File: src/rtl/rx_word_fifo.sv
// rx_word_fifo: receive-side word buffer behind the serial receive FSM.
// It captures each completed receive_data word on the rising edge of
// finish_fsm and stores it in a circular FIFO of 2**DEPTH_LOG2 words.
// The words are presented on a valid/ready interface. The block also
// requests a new receive (state_req) only while the FIFO has room.
//
// Ports:
//   clk, rst         clock (rising edge); asynchronous active-low reset
//   rx_en            software enable for launching receives
//   receive_data     word from the receive FSM (W = 2**DATA_WIDTH_BASE)
//   finish_fsm       end-of-word pulse from the receive FSM
//   state_req        receive FSM state_in: 2'd1 = receive, 2'd0 = idle
//   dout, dout_valid head-of-FIFO word and FIFO-not-empty flag
//   dout_ready       consumer accepts dout
//   count, full      fill level 0..D, and count == D
//   overflow         sticky flag, set by a write while full
//   ovf_cnt          saturating count of overflow events
//
// Build option RX_FIFO_DROP_OLDEST_EN: an overflow write replaces the
// oldest word. When the option is off, an overflow write is discarded.
module rx_word_fifo #(
  parameter int DATA_WIDTH_BASE = 5,
  parameter int DEPTH_LOG2      = 2
) (
  input  logic                              clk,
  input  logic                              rst,
  input  logic                              rx_en,
  input  logic [(2**DATA_WIDTH_BASE)-1:0]   receive_data,
  input  logic                              finish_fsm,
  output logic [1:0]                        state_req,
  output logic [(2**DATA_WIDTH_BASE)-1:0]   dout,
  output logic                              dout_valid,
  input  logic                              dout_ready,
  output logic [DEPTH_LOG2:0]               count,
  output logic                              full,
  output logic                              overflow,
  output logic [7:0]                        ovf_cnt
);

  localparam int unsigned W     = 2**DATA_WIDTH_BASE;
  localparam int unsigned DEPTH = 2**DEPTH_LOG2;
  localparam logic [DEPTH_LOG2:0] FULL_COUNT = {1'b1, {DEPTH_LOG2{1'b0}}};

  typedef enum logic [1:0] {
    REQ_IDLE    = 2'd0,
    REQ_RECEIVE = 2'd1
  } req_e;

  logic [W-1:0]          mem [DEPTH];
  logic [DEPTH_LOG2-1:0] wr_ptr;
  logic [DEPTH_LOG2-1:0] rd_ptr;
  logic                  fin_d;

  logic wr_evt;
  logic pop;
  logic ovf_evt;
  logic wr_accept;
  logic rd_adv;
  logic cnt_up;
  logic cnt_dn;
  req_e req;

  assign full       = (count == FULL_COUNT);
  assign dout_valid = (count != '0);
  assign dout       = mem[rd_ptr];

  // One write per finish_fsm pulse, however long the pulse is held.
  assign wr_evt  = finish_fsm & ~fin_d;
  assign pop     = dout_valid & dout_ready;
  assign ovf_evt = wr_evt & full & ~pop;

`ifdef RX_FIFO_DROP_OLDEST_EN
  // When the FIFO is full, wr_ptr equals rd_ptr. Writing at wr_ptr therefore
  // overwrites the oldest word. Advancing both pointers keeps count at D.
  assign wr_accept = wr_evt;
  assign rd_adv    = pop | ovf_evt;
`else
  assign wr_accept = wr_evt & (~full | pop);
  assign rd_adv    = pop;
`endif

  // The fill level is unchanged by a write and a pop in the same cycle, and
  // by an overflow write in either build.
  assign cnt_up = wr_evt & ~pop & ~full;
  assign cnt_dn = pop & ~wr_evt;

  always_comb begin
    req = REQ_IDLE;
    if (rst && rx_en && !full) begin
      req = REQ_RECEIVE;
    end
  end

  assign state_req = req;

  // The storage has no reset. The rst term stops a word that finishes while
  // the block is held in reset from being captured.
  always_ff @(posedge clk) begin
    if (rst && wr_accept) begin
      mem[wr_ptr] <= receive_data;
    end
  end

  always_ff @(posedge clk or negedge rst) begin
    if (!rst) begin
      fin_d    <= 1'b0;
      wr_ptr   <= '0;
      rd_ptr   <= '0;
      count    <= '0;
      overflow <= 1'b0;
      ovf_cnt  <= '0;
    end else begin
      fin_d <= finish_fsm;
      if (wr_accept) begin
        wr_ptr <= wr_ptr + 1'b1;
      end
      if (rd_adv) begin
        rd_ptr <= rd_ptr + 1'b1;
      end
      if (cnt_up) begin
        count <= count + 1'b1;
      end else if (cnt_dn) begin
        count <= count - 1'b1;
      end
      if (ovf_evt) begin
        overflow <= 1'b1;
        if (ovf_cnt != '1) begin
          ovf_cnt <= ovf_cnt + 8'd1;
        end
      end
    end
  end

endmodule

File: config.mk
export PLATFORM = sky130hd
export DESIGN_NAME = rx_word_fifo
export DESIGN_NICKNAME = d
export VERILOG_FILES = /design/src/rtl/rx_word_fifo.sv
export SDC_FILE = /design/constraint.sdc
export NUM_CORES = 1
export LEC_CHECK = 0
export ABC_AREA = 1
export ABC_CLOCK_PERIOD_IN_PS = 2600
export CAP_MARGIN = 20
export CORE_ASPECT_RATIO = 1.5
export CORE_MARGIN = 2
export CORE_UTILIZATION = 50
export CTS_BUF_LIST = sky130_fd_sc_hd__clkbuf_8
export DETAILED_ROUTE_END_ITERATION = 8
export GPL_ROUTABILITY_DRIVEN = 0
export PLACE_DENSITY = 0.77
export SYNTH_ARGS = -nofsm -noshare
export SYNTH_HDL_FRONTEND = slang
export SYNTH_SLANG_ARGS = --single-unit
File: constraint.sdc
create_clock -name clk -period 2.6 [get_ports clk]
set_clock_uncertainty 0.15 [all_clocks]
set_input_delay 0.52 -clock clk [delete_from_list [all_inputs] [get_ports clk]]
set_output_delay 0.52 -clock clk [all_outputs]
set_load 0.01 [all_outputs]
Yosys cells after proc, flatten, opt, wreduce, memory -nomap -nowiden:

Memory sizes are Yosys's and may differ from the RTL's.
Index checks and enable logic that the tools add are counted.

* reductions and logical operators: 7
* bitwise gates (word level): 13
* $add $sub $neg: 5
* $mul: 0
* equal/unequal tests: 2
* multiplexer cells: 5
* divide/modulo/power cells: 0
* shift-type cells: 0
* magnitude comparators: 0

Operators by type and width (count)
* 8-bit by 1-bit adder with 8-bit output (second input constant): 1
* 1-bit AND: 8
* 8-bit inequality test (second input constant): 1
* 3-bit two-way mux: 2
* 2-bit by 1-bit adder with 2-bit output (second input constant): 2
* 1-bit inverter: 4
* 3-bit by 1-bit adder with 3-bit output (second input constant): 1
* 3-bit == test (second input constant): 1
* 1-bit logical AND: 3
* 1-bit two-way mux: 3
* 3-bit nonzero test: 1
* 3-bit by 1-bit subtractor with 3-bit output (second input constant): 1
* 2-bit AND reduction: 1
* 2-bit nonzero test: 1
* 1-bit logical NOT: 1
* 1-bit OR: 1

* register bits after elaboration: 17
* input bits: 37
* ROM bits: 0
* bits in latches: 0
* output and inout bits: 48
* bits in writable memories: 128
* word-level logic and storage cells: 39
* memories: 1

Memories
* mem: words 4, width 32, read ports 1, clocked after memory_dff 0, wr ports 1, line 49 `logic [W-1:0] mem [DEPTH];`

Logic depth before layout (Yosys ltp):

* depth in word-level cells: 7
* gate-level depth with buffers: 10
* gate-level depth less buffers: 10

Least setup slack after synthesis:

OpenSTA, ideal clock, no wires.

* kind: input-to-reg
* from: input finish_fsm
* to: memory mem[0][0] in the netlist's numbering (enable)
* setup time: 0.421 ns
* setup slack: -0.175 ns
* stages: 4
* path buffers: 0
* arrival: 2.204 ns
* data required time: 2.029 ns
* path through: nand2_1 -> inv_1 -> nand3_1 -> nor2_1

* cells in the longest elaborated chain, start to end: 5

RTL lines
* from (decl): line 29 `input logic finish_fsm,`
* 1-bit AND: line 68 `assign wr_evt = finish_fsm & ~fin_d;`
* 1-bit AND: line 78 `assign wr_accept = wr_evt & (~full | pop);`
* 1-bit logical AND: line 99 `if (rst && wr_accept) begin`
* 1-bit two-way mux: line 99
* 1-bit two-way mux (not written as such): line 100 `mem[wr_ptr] <= receive_data;`
* to (decl): line 49

No other way between the ends.

Worst setup path in the final report:

* from: register rd_ptr[0]
* to: output dout[1]

* cells in the longest elaborated chain, start to end: 1

RTL lines
* from (decl): line 51 `logic [DEPTH_LOG2-1:0] rd_ptr;`
* from (signal assigned): line 118 `rd_ptr <= rd_ptr + 1'b1;`
* memory 4 x 32 bit
* to (decl): line 31 `output logic [(2**DATA_WIDTH_BASE)-1:0] dout,`

No other way between the ends.

==> metrics <==
post-CTS setup repair buffer count=0; Crit Path Max Fanout=12; Max VDD drop=about 630 µV; CTS Hold Buffers Added=0; PwrDens=around 1000 nW/µm²; NumNets Final=580; endpoints failing hold=0; Yosys cell types=26; Die Wd=between 90 and 100 µm; Routed WL=11650 µm; crit path cell chain=inv_6 > buf_6 > nor2_1 > o22ai_1 > clkdlybuf4s50_1; row count=47; Yosys reg bits=145; PortBufs=83; max-cap viol count=0; met3 routed WL=682 µm; initial core utilization=around 52%; IO Pins=85; TritonCTS buffer count=17; crit path kind=reg -> out; syn avg cell area=12.97 µm²; crit share post-route=100.5%; GRT Total Usage=between 15 and 20%; Overflow after GRT=0; diode count=0; Metal-1 WL=approximately 4500 µm; clk slew on worst S/H paths=0.08 ns; Max Clk Rate=382.6 MHz; Final TNS setup=-0.01403 ns; CP required=about 1.9 ns; initial antenna violation count=0; metal2 WL=6258 µm; Vias=between 3k and 4k; Residual DRC=0; total number of yosys warnings=0; Final setup viols=1; layout cells sized above 1=11.27%; highest metal layer with signal wires=met4; Longest Clk Path Bufs=2; average wire per standard cell=~17 µm; # H-tree levels=4; post-route ant nets=0; vias per std cell=5.432; Final Slew Violations=0; crit end category=primary output; worst path arrival time=~1.9 ns; status=finished with violations; Detailed Route Iter0 Violations=255; number of instances in the placed design=around 670; syn nets=a little under 500; Clock Latency Late Sink=about 0.43 ns; wire length of the first global-routing pass=18370 µm; Pre-antenna DRT Iters=5; DP Wirelength=roughly 7000 µm; core area=11110 µm²; sequential share of the synthesized area=74.32%; WP buf/inv=3; Layout area overhead=27.95%; leakage=around 2.8 nW; Place WS=between 0.09 and 0.1 ns; fin worst setup slack=-0.01403 ns; CTS tree=done; worst min path class=reg -> reg; largest net degree at the start of global routing=43; CTS root buf=clkbuf_8; Critical Path Slowest Stage Cell=clkdlybuf4s50_1; die area=12380 µm²; Post-Syn Area=5744 µm²; RSZ-0062 raised after global routing=true; critical path launch point type=flop; Die Y=135.3 µm; delay-heaviest family, CP=buffers and inverters; Mapped Cells=443; Crit path largest cell delay=between 0.5 and 0.6 ns; worst hold slack=0.3467 ns; Final Critical Period=2.614 ns; Sink Count=145; Finished Layout Cells=697; violated checks=setup timing; number of global-route vias before repair=3675
==> power by group <==
part / leakage, nW / switching [mW] / internal (mW)
Clock: 0.211 / 0.848 / 0.961
Combinational: 1.26 / 1.48 / 1.20
Sequential: 1.37 / 0.129 / 2.72
Total: 2.84 / 2.46 / 4.88
==> registers in the layout, summed over array words and instances, names as in the netlist <==
| signal | flops |
|---|---|
| mem | 128 |
| ovf_cnt | 8 |
| count | 3 |
| rd_ptr | 2 |
| wr_ptr | 2 |
| fin_d | 1 |
| overflow | 1 |
==> per-stage QoR <==
step                      power [mW]  util [%]  instance area (µm²)
final                          7.340     66.13                 7350
after global routing           7.745     66.13                 7350
after CTS                      7.402     65.45                 7274
after detailed placement       5.644     61.66                 6853
after global placement         5.564     61.66                 6853
after floorplan                4.284         -                 5744
==> cell usage after synthesis (all sizes together) <==
cell type	instances	share of area [%]
ha	5	1.1
xnor2	2	0.31
o21ai	65	5.7
conb	1	0.065
a21oi	3	0.26
xor2	4	0.61
buf	10	1.2
nor2	75	5.0
dfrtp	17	7.4
or2	1	0.11
nor3	2	0.57
nand3	10	1.0
nand4	3	0.33
nand2	49	3.3
o22ai	32	3.5
clkbuf	11	0.72
edfxtp	128	67
fa	1	0.35
inv	24	1.6
==> worst paths after layout <==
| path | from | to | slack (ns) | cells past startpoint |
|---|---|---|---|---|
| max in group asynchronous | rst | rd_ptr[0] | 1.71 | 2 |
| worst min register to register | overflow | overflow | 0.35 | 1 |
| worst max register to register | count[0] | count[2] | 0.48 | 9 |
| worst max-delay path | rd_ptr[0] | dout[1] | -0.01 | 5 |
| worst min-delay path | overflow | overflow | 0.35 | 1 |
| min in group asynchronous | rst | ovf_cnt[0] | 0.37 | 2 |
==> cells by family after synthesis <==
family,synth area share (%)
AOI/OAI and AO/OA,9.410
xor gates and xnor gates,0.9148
adders and majority gates,1.438
buffers and inverters,3.485
DFF,74.32
other,0.06528
and+or+nand+nor,10.37
==> timing repair <==
action / 4_1_cts / 5_1_grt
endpoints found under the setup margin: 32 / 23
resized for setup: 15 / 28
pin swaps: 1 / 0
==> placed cells by master (no fill, tap or decap), types with 3 or more instances in the layout <==
cell / instances
edfxtp_1: 128
nor2_1: 70
o21ai_0: 61
clkdlybuf4s50_1: 52
nand2_1: 47
o22ai_1: 32
dlymetal6s2s_1: 21
inv_1: 20
clkbuf_8: 17
dfrtp_1: 16
dlygate4sd2_1: 10
nand3_1: 8
buf_12: 7
inv_6: 5
nor2_4: 5
ha_1: 5
o21ai_1: 4
xor2_1: 4
clkinv_4: 4
a21oi_1: 3
inv_2: 3
nand4_1: 3
bufinv_16: 3
clkinv_2: 3
==> worst register-to-register path, stage by stage, from the launching register on <==
cell     delay (ns)
dfrtp_1        0.48
nor2_1         0.19
nand2_2        0.11
nand2_1        0.14
nand2_1        0.15
fa_1           0.43
inv_1          0.08
nand4_1        0.13
nand3_1        0.11
nand2_1        0.05
==> layer usage <==
metal / global-route usage, % / vias up
met2: 33.62 / 132
li1: - / 1774
met4: 7.744 / 0
met3: 6.010 / 12
met1: 22.60 / 1868
met5: 0 / -
==> cell type report <==
type	count	area (µm²)
fillers	763	3765
clock buffers	17	234.0
flip-flops and latches	145	4270
multi-input cells	253	1305
inverters	24	95.09
well taps	147	183.9
clock inverters	15	182.7
repair buffers	96	1079
Power figures use the tool's default switching activity.
